## src/rtl/chaos_pkg.sv

```systemverilog
// Shared types and FP32 field constants for the chaos keystream extractor.
package chaos_pkg;

  localparam int         EXP_MSB  = 30;
  localparam int         EXP_LSB  = 23;
  localparam logic [7:0] EXP_ZERO = 8'h00;
  localparam logic [7:0] EXP_MAX  = 8'hFF;

  typedef logic [15:0] key_word_t;

  typedef enum logic [1:0] {
    ST_EMPTY = 2'd0,
    ST_LO    = 2'd1,
    ST_HI    = 2'd2
  } ser_state_t;

  // Zero/denormal or inf/NaN exponent marks a collapsed or diverged orbit.
  function automatic logic is_degenerate(input logic [31:0] v);
    logic [7:0] e;
    e = v[EXP_MSB:EXP_LSB];
    return (e == EXP_ZERO) || (e == EXP_MAX);
  endfunction

  function automatic logic [15:0] sat_inc(input logic [15:0] v);
    return (v == 16'hFFFF) ? v : v + 16'd1;
  endfunction

endpackage

```

## src/rtl/chaos_word_fifo.sv

```systemverilog
// Synchronous show-ahead FIFO of 16-bit key words; full push and empty pop are ignored.
module chaos_word_fifo
  import chaos_pkg::*;
#(
  parameter int DEPTH = 8
) (
  input  logic                     clk,
  input  logic                     rst,
  input  logic                     push,
  input  logic                     pop,
  input  key_word_t                wdata,
  output key_word_t                rdata,
  output logic                     full,
  output logic                     empty,
  output logic [$clog2(DEPTH):0]   count
);

  localparam int AW = $clog2(DEPTH);

  key_word_t         mem [DEPTH];
  logic [AW-1:0]     wr_ptr;
  logic [AW-1:0]     rd_ptr;
  logic              push_ok;
  logic              pop_ok;

  assign full    = (count == (AW+1)'(DEPTH));
  assign empty   = (count == '0);
  assign push_ok = push && !full;
  assign pop_ok  = pop && !empty;
  assign rdata   = mem[rd_ptr];

  // NOTE: storage has no reset; validity is tracked by count, so clearing it buys nothing.
  always_ff @(posedge clk) begin
    if (push_ok) mem[wr_ptr] <= wdata;
  end

  // NOTE: sequential state uses non-blocking assignments so every register samples pre-edge values.
  always_ff @(posedge clk or negedge rst) begin
    if (!rst) begin
      wr_ptr <= '0;
      rd_ptr <= '0;
      count  <= '0;
    end else begin
      if (push_ok) wr_ptr <= wr_ptr + AW'(1);
      if (pop_ok)  rd_ptr <= rd_ptr + AW'(1);
      unique case ({push_ok, pop_ok})
        2'b10:   count <= count + (AW+1)'(1);
        2'b01:   count <= count - (AW+1)'(1);
        default: count <= count;
      endcase
    end
  end

endmodule

```

## src/rtl/chaos_key_extractor.sv

```systemverilog
// Turns chaotic FP32 state triples into a byte-wide keystream: warm-up discard,
// degenerate-sample rejection, 16-bit folding, word FIFO and lo/hi serializer.
module chaos_key_extractor
  import chaos_pkg::*;
#(
  parameter int DEPTH   = 8,
  parameter int DISCARD = 16
) (
  input  logic        clk,
  input  logic        rst,
  input  logic        in_valid,
  output logic        in_ready,
  input  logic [31:0] x1_in,
  input  logic [31:0] x2_in,
  input  logic [31:0] x3_in,
  output logic [7:0]  key_byte,
  output logic        key_valid,
  input  logic        key_ready,
  output logic        warm_done,
  output logic [15:0] bad_cnt,
  output logic [15:0] drop_cnt
);

  localparam int CW = $clog2(DEPTH) + 1;

  key_word_t   fifo_rdata;
  key_word_t   fold_word;
  logic        fifo_full;
  logic        fifo_empty;
  logic [CW-1:0] fifo_count;
  logic        accept;
  logic        degen;
  logic        push;
  logic        pop;
  logic [15:0] warm_cnt;
  logic [7:0]  hi_byte_q;
  ser_state_t  state;

  // Readiness depends only on registered occupancy, so a same-cycle pop never frees a slot.
  assign in_ready  = !fifo_full;
  assign accept    = in_valid && in_ready;
  assign warm_done = (warm_cnt == 16'(DISCARD));
  assign degen     = is_degenerate(x1_in) || is_degenerate(x2_in) || is_degenerate(x3_in);
  assign fold_word = x1_in[15:0] ^ x2_in[15:0] ^ x3_in[15:0];
  assign push      = accept && warm_done && !degen;

  chaos_word_fifo #(.DEPTH(DEPTH)) u_fifo (
    .clk   (clk),
    .rst   (rst),
    .push  (push),
    .pop   (pop),
    .wdata (fold_word),
    .rdata (fifo_rdata),
    .full  (fifo_full),
    .empty (fifo_empty),
    .count (fifo_count)
  );

  always_ff @(posedge clk or negedge rst) begin
    if (!rst) begin
      warm_cnt <= '0;
      bad_cnt  <= '0;
      drop_cnt <= '0;
    end else begin
      if (accept && !warm_done)         warm_cnt <= warm_cnt + 16'd1;
      if (accept && warm_done && degen) bad_cnt  <= sat_inc(bad_cnt);
      if (in_valid && !in_ready)        drop_cnt <= sat_inc(drop_cnt);
    end
  end

  // NOTE: combinational block assigns a default first so no path can infer a latch.
  always_comb begin
    pop = 1'b0;
    unique case (state)
      ST_EMPTY: pop = !fifo_empty;
      ST_HI:    pop = key_ready && !fifo_empty;
      default:  pop = 1'b0;
    endcase
  end

  // Only the high byte needs holding; the low byte goes straight into key_byte on pop.
  always_ff @(posedge clk or negedge rst) begin
    if (!rst) begin
      state     <= ST_EMPTY;
      hi_byte_q <= '0;
      key_byte  <= '0;
      key_valid <= 1'b0;
    end else begin
      unique case (state)
        ST_EMPTY: begin
          if (pop) begin
            hi_byte_q <= fifo_rdata[15:8];
            key_byte  <= fifo_rdata[7:0];
            key_valid <= 1'b1;
            state     <= ST_LO;
          end
        end
        ST_LO: begin
          if (key_ready) begin
            key_byte <= hi_byte_q;
            state    <= ST_HI;
          end
        end
        ST_HI: begin
          if (key_ready) begin
            if (pop) begin
              hi_byte_q <= fifo_rdata[15:8];
              key_byte  <= fifo_rdata[7:0];
              state     <= ST_LO;
            end else begin
              key_valid <= 1'b0;
              state     <= ST_EMPTY;
            end
          end
        end
        default: begin
          key_valid <= 1'b0;
          state     <= ST_EMPTY;
        end
      endcase
    end
  end

  occupancy_bounded: assert property (@(posedge clk) disable iff (!rst)
    fifo_count <= CW'(DEPTH));

endmodule

```

## config.mk

```make
export PLATFORM = sky130hd
export DESIGN_NAME = chaos_key_extractor
export DESIGN_NICKNAME = d
export VERILOG_FILES = /design/src/rtl/chaos_pkg.sv /design/src/rtl/chaos_word_fifo.sv /design/src/rtl/chaos_key_extractor.sv
export SDC_FILE = /design/constraint.sdc
export NUM_CORES = 1
export LEC_CHECK = 0
export CORE_MARGIN = 3
export CORE_UTILIZATION = 36
export CTS_BUF_LIST = sky130_fd_sc_hd__clkbuf_8 sky130_fd_sc_hd__clkbuf_16
export CTS_CLUSTER_DIAMETER = 200
export DETAILED_ROUTE_END_ITERATION = 8
export PLACE_DENSITY = 0.69
export SYNTH_ARGS = -nofsm -noshare
export SYNTH_HDL_FRONTEND = slang
export SYNTH_SLANG_ARGS = --single-unit
```

## constraint.sdc

```tcl
create_clock -name clk -period 4.4 [get_ports clk]
set_input_delay 0.88 -clock clk [delete_from_list [all_inputs] [get_ports clk]]
set_output_delay 0.88 -clock clk [all_outputs]
set_load 0.05 [all_outputs]
```

==> flow_summary.toml, run 1 <==
[place]
portBuffers = 118
globalplace.congestion = 0.738
dp.cells = 994
dp_hpwl_um = 10900

[routing]
via_per_inst = 4.92
drtPass1Iterations = 5
drtIter0Drc = 265
wirelength_um = 17400
routedWlPerCell_um = 16.8
antenna_left = 0
vias = 5083
drc = 0

[synth]
yosys.cell_count.top_type = "edfxtp_1"
async_reset_ff_share_pct = 37.6
yosys.area.top_type = "edfxtp_1"
synth_area_leaders = "edfxtp_1 44%, dfrtp_1 22%, mux4_2 8.2%, xnor2_1 7.3%, mux2i_1 1.8%"
synthAdderAreaFrac_pct = 1.28
synth_top_area_share_pct = 43.6
synth-compound-area-share_pct = 3.06
synth-simple-area-share_pct = 9.49
synthTopCellsByCount = "128 x edfxtp_1, 77 x dfrtp_1, 74 x xnor2_1, 32 x mux4_2, 32 x nor2_1"
synth_top_family_by_area = "multiplexers"
synthCells = 564
yosysSeqAreaShare_pct = 65.4
synth-edff-count = 128
synth-seq-cells = 205
synthFlopType = "edfxtp_1"
synth_mux_area_share_pct = 10.9
yosys_warnings = 0
synth_cell_types = 46
syn_area_mm2 = 0.00882
synth-xor-area-share_pct = 8.44
synthesis.nets = 673
avgSynthCellArea_um2 = 15.6

[clock_tree]
hold_buffers = 0
cts_resized = 0
clock_path_buffers = 3
clkSlewWorstSetupHoldPaths_ps = 60
cts_tree = "yes"
cts_made_buffers = 22
h-tree-depth = 1
root_buffer = "clkbuf_16"
cts_sinks = 205
post_cts_buffers = 0
clock_latency_ps = 520

[pwr]
powerDensity_mw_per_mm2 = 530
p_sw_mw = 1.84
internal-power_mw = 4.02
combPwrFrac_pct = 26.6
switching_share_pct = 31.4
finalPower_mw = 5.87
vdd_drop_max_v = 0.000555
seq_power_share_pct = 44.5
p_leak_nw = 4.00
clkPwrFrac_pct = 28.9

[setup_path]
crit_slowest_cell = "clkdlybuf4s50_1"
critPathLaunchType = "flip-flop"
worstSetupPathType = "reg2out"
crit_start = "warm_cnt[0]"
ff2ff_path_depth = 13
end_kind = "output pin"
max_stage_delay_ps = 820
reg2reg_to = "u_fifo.count[2]"
crit_end = "warm_done"
cp_cell_sequence = "inv_1 > ha_1 > nor4b_2 > and4_4 > clkdlybuf4s50_1"
r2r_slack_ps = 1500
worstPathArrival_ps = 2480
cp.required_ps = 3520
cp_max_fo = 4
reg2reg_from = "warm_cnt[0]"

[final_layout]
layout-drive-gt1-share_pct = 15.1
n_antenna_cell = 0
layoutNonFillerInstCount = 1034
areaGrowthSynthToFinish_pct = 25.5
nets = 808

[global_routing]
grtUsageTotal_pct = 13.0
grt_pass1_wl_um = 27400
grt_max_degree = 78
antenna_found_initial = 0
grt_pass1_vias = 5157
overflow = 0

[outcome]
outcome = "completed"

[timing]
fin_skew_ps = 26.8
period_minus_slack_ps = 3360
rsz0062_at_grt = "no"
maxClockFrequency_mhz = 298
relSlewSlack_pct = 26.1
min_period_over_period_pct = 76.4
worstMarginPinSlew_ps = 1110
hold_viol = 0
setup_viol = 0
drv_slew = 0
tns_ps = 0

[floorplanning]
design.core.area_mm2 = 0.0238
dieArea_mm2 = 0.0264
num_rows = 56
initial_utilization_pct = 37.1
die_y_um = 163
die_w_um = 163
io_pins = 143

[job]
cap_violations = 0

[min_path]
min_path_type = "reg2reg"
==> registers in the layout (all words and copies together) (netlist names) <==
signal / cells
bad_cnt: 16
drop_cnt: 16
hi_byte_q: 8
key_byte: 8
key_valid: 1
state: 2
u_fifo.count: 4
u_fifo.mem: 128
u_fifo.rd_ptr: 3
u_fifo.wr_ptr: 3
warm_cnt: 16
==> layer usage <==
| layer | track usage, % | vias to the layer above | share of wire, % |
|---|---|---|---|
| met4 | 3.31 | 0 | 1.7 |
| met1 | 17.8 | 2502 | 45 |
| met3 | 2.95 | 28 | 6.3 |
| li1 | - | 2392 | - |
| met2 | 21.2 | 161 | 47 |
| met5 | 0 | - | 0 |
==> final cells by class <==
cell class	count	area, µm²
Sequential cell	205	5770
Clock buffer	25	592
Fill cell	2062	12700
Inverter	10	37.5
Timing Repair Buffer	128	1250
Multi-Input combinational cell	332	2930
Clock inverter	15	88.8
Tap cell	319	399
==> kinds of logic (layout without fill, tap and decap cells) <==
family | Yosys count | in the layout
XOR/XNOR | 85 | 85
flip-flops | 205 | 205
AO/OA/AOI/OAI | 40 | 40
multiplexers | 55 | 55
buffers and inverters | 27 | 178
AND/OR/NAND/NOR | 143 | 143
adder cells (fa/ha/maj) | 9 | 9
==> stage by stage <==
stage	util, %	setup WS (ps)	cell area, µm²	hold WS [ps]
floorplan	-	1080	8820	447
global placement	43.8	914	10400	463
detailed placement	43.8	851	10400	464
CTS	46.6	1000	11100	477
global route	46.6	873	11100	493
finish	46.6	1040	11100	477
==> how the worst min path moves through the flow <==
| stage | startpoint | endpoint | slack, ps | depth (start not counted) |
|---|---|---|---|---|
| after detailed placement | warm_cnt[15] | warm_cnt[15] | 460 | 1 |
| after global placement | warm_cnt[15] | warm_cnt[15] | 460 | 1 |
| after global routing | warm_cnt[15] | warm_cnt[15] | 490 | 1 |
| after CTS | warm_cnt[15] | warm_cnt[15] | 480 | 1 |
| final | warm_cnt[15] | warm_cnt[15] | 480 | 1 |
| after floorplan | warm_cnt[15] | warm_cnt[15] | 450 | 1 |
==> critical path: cells and delay by family (launching register included) <==
family,cells,cell delay [ps]
fa+ha+maj,1,150
buf+inv,2,930
flops,1,420
simple gates,2,490
==> power groups by stage <==
stage	clock network (mW)	registers (mW)	logic (mW)
global route	1.83	2.66	1.70
floorplan	0	2.63	1.11
global placement	0	2.65	1.54
CTS	1.75	2.62	1.59
detailed placement	0	2.65	1.58
finish	1.69	2.61	1.56
==> cell usage in the layout (no fill, tap or decap), drive strengths merged, types with 16 or more instances in the layout <==
cell,count
dfrtp,77
nor2,32
clkbuf,25
mux2i,16
mux4,32
a21oi,22
nand2,29
xnor2,74
nand4,20
nand3,19
inv,19
clkdlybuf4s50,117
edfxtp,128
Note: power is estimated with default switching activity, not from simulation.
==> run 2, diff against run 1 <==
Settings changed: PLACE_DENSITY 0.69 to 0.71.
Clock period 4.4 ns to 3 ns, I/O delays scaled along.
==> run 2 against run 1 <==
Against the previous run: sequential cell count unchanged; critical path depth unchanged; power up 49%; sequential power up 41%; clock power up 50%; first-iteration DRC count up 17%; worst hold slack worse by 380 ps; critical endpoint unchanged; highest routed layer unchanged.
==> flow_summary.toml, run 2 (synthesis results as in run 1) <==
[global_routing]
grt_pass1_vias = 5330
overflow = 0
grt_max_degree = 45
grtUsageTotal_pct = 13.1
grt_pass1_wl_um = 27800
antenna_found_initial = 0

[final_layout]
largest_reg_flops = 128
layout-drive-gt1-share_pct = 17.3
mostFrequentLayoutCells = "128 x edfxtp_1, 116 x clkdlybuf4s50_1, 76 x dfrtp_1, 74 x xnor2_1, 32 x mux4_2"
final_common_cell = "edfxtp_1"
fin_util_pct = 47.4
layoutNonFillerInstCount = 1054
top_register = "u_fifo.mem"
nets = 829
areaGrowthSynthToFinish_pct = 27.5
n_fill_cell = 2034
n_antenna_cell = 0

[floorplanning]
design.core.area_mm2 = 0.0238
initial_utilization_pct = 37.1
die_y_um = 163
die_w_um = 163
num_rows = 56
io_pins = 143
dieArea_mm2 = 0.0264

[timing]
drv_slew = 0
setup_slack_ps = 185
setup_viol = 0
relSlewSlack_pct = 36.6
worstMarginPinSlew_ps = 951
whs_ps = 95.5
hold_viol = 0
fin_skew_ps = 23.6
period_minus_slack_ps = 2810
maxClockFrequency_mhz = 355
tns_ps = 0
min_period_over_period_pct = 93.8
rsz0062_at_grt = "no"

[clock_tree]
cts_made_buffers = 22
root_buffer = "clkbuf_16"
cts_tree = "yes"
clock_path_buffers = 3
post_cts_buffers = 0
clkSlewWorstSetupHoldPaths_ps = 50
clock_latency_ps = 520
cts_sinks = 205
h-tree-depth = 1

[setup_path]
crit_slowest_cell = "dlygate4sd2_1"
worstPathArrival_ps = 2210
critPathLaunchType = "flip-flop"
reg2reg_from = "warm_cnt[0]"
end_kind = "output pin"
worstSetupPathType = "reg2out"
max_stage_delay_ps = 550
ff2ff_path_depth = 13
reg2reg_to = "u_fifo.count[2]"
r2r_slack_ps = 220
cp.required_ps = 2400
cp_max_fo = 4
cp_cell_sequence = "inv_1 > ha_1 > nor4b_2 > and4_4 > dlygate4sd2_1"

[routing]
via_per_inst = 5.00
drtIter0Drc = 310
drtPass1Iterations = 4
wirelength_um = 17600
vias = 5272
drc = 0
antenna_left = 0
routedWlPerCell_um = 16.7

[outcome]
outcome = "completed"

[job]
cap_violations = 0

[pwr]
p_leak_nw = 4.10
powerDensity_mw_per_mm2 = 778
vdd_drop_max_v = 0.000520

[place]
globalplace.congestion = 0.786
dp.cells = 1015
portBuffers = 118
dpl_worst_slack_ps = -41.3
dp_hpwl_um = 11900

[min_path]
min_path_type = "in2async"
[run 2: report_power, final]
part	switching, mW	internal (mW)	total (mW)
sequential	0.341	3.34	3.68
clock	1.08	1.46	2.53
combinational	1.34	1.21	2.54
total	2.75	6.01	8.76
[run 2: layer usage]
metal / global-route usage [%] / vias to the layer above / part of all wire (%)
met3: 2.67 / 36 / 6.0
met5: 0 / - / 0
met2: 22.8 / 181 / 48
li1: - / 2424 / -
met4: 3.04 / 0 / 2.3
met1: 17.1 / 2631 / 44
[run 2: worst max path at each step]
stage / to / slack (ps) / cells after the start / from
2_1_floorplan: u_fifo.mem[7][0] / 90 / 8 / warm_cnt[0]
3_3_place_gp: u_fifo.mem[6][0] / 20 / 8 / x3_in[23]
3_5_place_dp: u_fifo.count[2] / -40 / 12 / x3_in[26]
4_1_cts: warm_done / 170 / 5 / warm_cnt[0]
5_1_grt: u_fifo.count[2] / 3 / 13 / warm_cnt[0]
6_report: warm_done / 190 / 5 / warm_cnt[0]
[run 2: cell type report]
cell class | instances | area, µm² | share of cell area (%)
clock buffer | 23 | 564 | 5.02
sequential | 205 | 5770 | 51.3
multi-input combinational | 332 | 2930 | 26.1
inverter | 10 | 37.5 | 0.334
timing repair buffer | 149 | 1420 | 12.6
clock inverter | 16 | 124 | 1.10
tap | 319 | 399 | 3.55
[run 2: repair_timing]
item | in CTS | in global routing
pin swaps | 0 | 1
setup endpoints to repair | 1 | 1
endpoints found under the hold margin | 0 | 0
hold buffers | 0 | 0
gates resized for setup | 1 | 0
[run 2: through the flow]
step                instance area (µm²)  power (mW)
finish                            11300        8.76
global route                      11300        9.22
CTS                               11300        8.88
detailed placement                10600        6.29
global placement                  10600        6.23
floorplan                          8830        5.49
[run 2: worst max-delay path, delay by kind of cell (launching register included)]
family,cells,cell delay [ps]
fa+ha+maj,1,140
buf+inv,2,650
flops,1,410
simple gates,2,510
==> run 3, diff against run 2 <==
--- a/constraint.sdc
+++ b/constraint.sdc
@@ -3,2 +3,2 @@
 set_output_delay 0.6 -clock clk [all_outputs]
-set_load 0.05 [all_outputs]
+set_load 0.1 [all_outputs]
==> run 3 against run 2 <==
Against the previous run: sequential power barely moved; critical path depth up 8; clock power grew 7%; core utilization down 0.32 points; first-iteration DRC count increased by 11%; cell area shrank 0.67%; via count is 3.0% lower.
==> flow_summary.toml, run 3 (synthesis results as in run 1) <==
[timing]
tns_ps = 0
worstMarginPinSlew_ps = 812
relSlewSlack_pct = 45.5
fin_skew_ps = 32.0
maxClockFrequency_mhz = 370
min_period_over_period_pct = 90.0
setup_slack_ps = 299
drv_slew = 0
hold_viol = 0
setup_viol = 0
period_minus_slack_ps = 2700
rsz0062_at_grt = "no"

[floorplanning]
die_w_um = 163
design.core.area_mm2 = 0.0238
initial_utilization_pct = 37.1
die_y_um = 163
num_rows = 56
io_pins = 143
dieArea_mm2 = 0.0264

[clock_tree]
h-tree-depth = 1
post_cts_buffers = 0
hold_buffers = 0
cts_sinks = 205
clock_path_buffers = 3
cts_made_buffers = 22
root_buffer = "clkbuf_16"
cts_tree = "yes"
clock_latency_ps = 520
clkSlewWorstSetupHoldPaths_ps = 60
cts_resized = 0

[routing]
drc = 0
drtPass1Iterations = 4
wirelength_um = 17100
drtIter0Drc = 343
via_per_inst = 4.87
routedWlPerCell_um = 16.2
antenna_left = 0
vias = 5116

[outcome]
outcome = "completed"

[final_layout]
layout-drive-gt1-share_pct = 23.1
mostFrequentLayoutCells = "128 x edfxtp_1, 76 x dfrtp_1, 74 x xnor2_1, 74 x clkdlybuf4s50_1, 71 x buf_4"
top_register = "u_fifo.mem"
n_fill_cell = 2044
areaGrowthSynthToFinish_pct = 26.7
n_antenna_cell = 0
final_common_cell = "edfxtp_1"
nets = 826
largest_reg_flops = 128

[setup_path]
cp_max_fo = 4
max_stage_delay_ps = 420
worstSetupPathType = "reg2reg"
worstPathArrival_ps = 3120
crit_slowest_cell = "dfrtp_1"
end_kind = "flip-flop"
cp_num_buf_inv = 2
critPathTopFamily = "simple AND/OR/NAND/NOR gates"
critPathLaunchType = "flip-flop"
cp.required_ps = 3420
cp_cell_sequence = "inv_1 > ha_1 > nor4b_2 > and4_4 > and2_1 > nand4_2 > ha_1 > inv_1 > mux2_2 > o22ai_1 > o21ai_0 > nor2_1 > xor2_1"

[pwr]
vdd_drop_max_v = 0.000862
powerDensity_mw_per_mm2 = 821
p_leak_nw = 4.18

[min_path]
min_path_type = "in2async"

[global_routing]
overflow = 0
grt_max_degree = 44
grtUsageTotal_pct = 12.9
grt_pass1_wl_um = 27600
grt_pass1_vias = 5195
antenna_found_initial = 0

[job]
cap_violations = 0

[place]
globalplace.congestion = 0.789
dpl_worst_slack_ps = -29.8
dp_hpwl_um = 11600
portBuffers = 118
==> run 3: layout make-up <==
type | instances | area, µm² | share of cell area (%)
inverter | 10 | 37.5 | 0.336
multi-input combinational | 332 | 2930 | 26.2
clock buffer | 26 | 606 | 5.42
tap | 319 | 399 | 3.57
sequential | 205 | 5770 | 51.6
clock inverter | 13 | 136 | 1.22
timing repair buffer | 146 | 1290 | 11.6
==> run 3: power by group <==
| group | switching [mW] | internal, mW | total (mW) |
|---|---|---|---|
| Combinational | 1.62 | 1.16 | 2.78 |
| Sequential | 0.350 | 3.34 | 3.69 |
| Clock | 1.08 | 1.62 | 2.70 |
==> run 3: routing by layer <==
metal / wire length (µm) / global-route usage (%) / up-vias
met2: 7990 / 21.5 / 152
met5: 0 / 0 / -
li1: - / - / 2427
met3: 1220 / 3.00 / 15
met4: 153 / 2.00 / 0
met1: 7690 / 17.8 / 2522
==> run 3: path summary, 6_finish.rpt <==
path	start	slack, ps	cells after the start	to
setup / recovery	warm_cnt[0]	300	13	u_fifo.count[3]
hold / removal	rst	90	1	u_fifo.wr_ptr[1]
setup reg to reg	warm_cnt[0]	300	13	u_fifo.count[3]
hold reg to reg	warm_cnt[15]	470	1	warm_cnt[15]
max in group asynchronous	rst	2270	2	bad_cnt[10]
min in group clk	warm_cnt[15]	470	1	warm_cnt[15]
==> run 3: through the flow <==
step	total power, mW	utilization [%]	std cells	cell area, µm²	hold WS [ps]
2_1_floorplan	5.80	-	564	8830	304
3_3_place_gp	6.51	43.9	1012	10400	460
3_5_place_dp	6.57	43.9	1012	10400	463
4_1_cts	9.31	47.1	1051	11200	105
5_1_grt	9.66	47.1	1051	11200	130
6_report	9.18	47.1	1051	11200	89.6
==> run 3: worst reg2reg max path, cell delays in order (launching register included) <==
cell and delay (ps):
dfrtp_1 420, inv_1 110, ha_1 150, nor4b_2 180
and4_4 300, and2_1 180, nand4_2 150, ha_1 250
inv_1 80, mux2_2 330, o22ai_1 130, o21ai_0 90
nor2_1 120, xor2_1 150
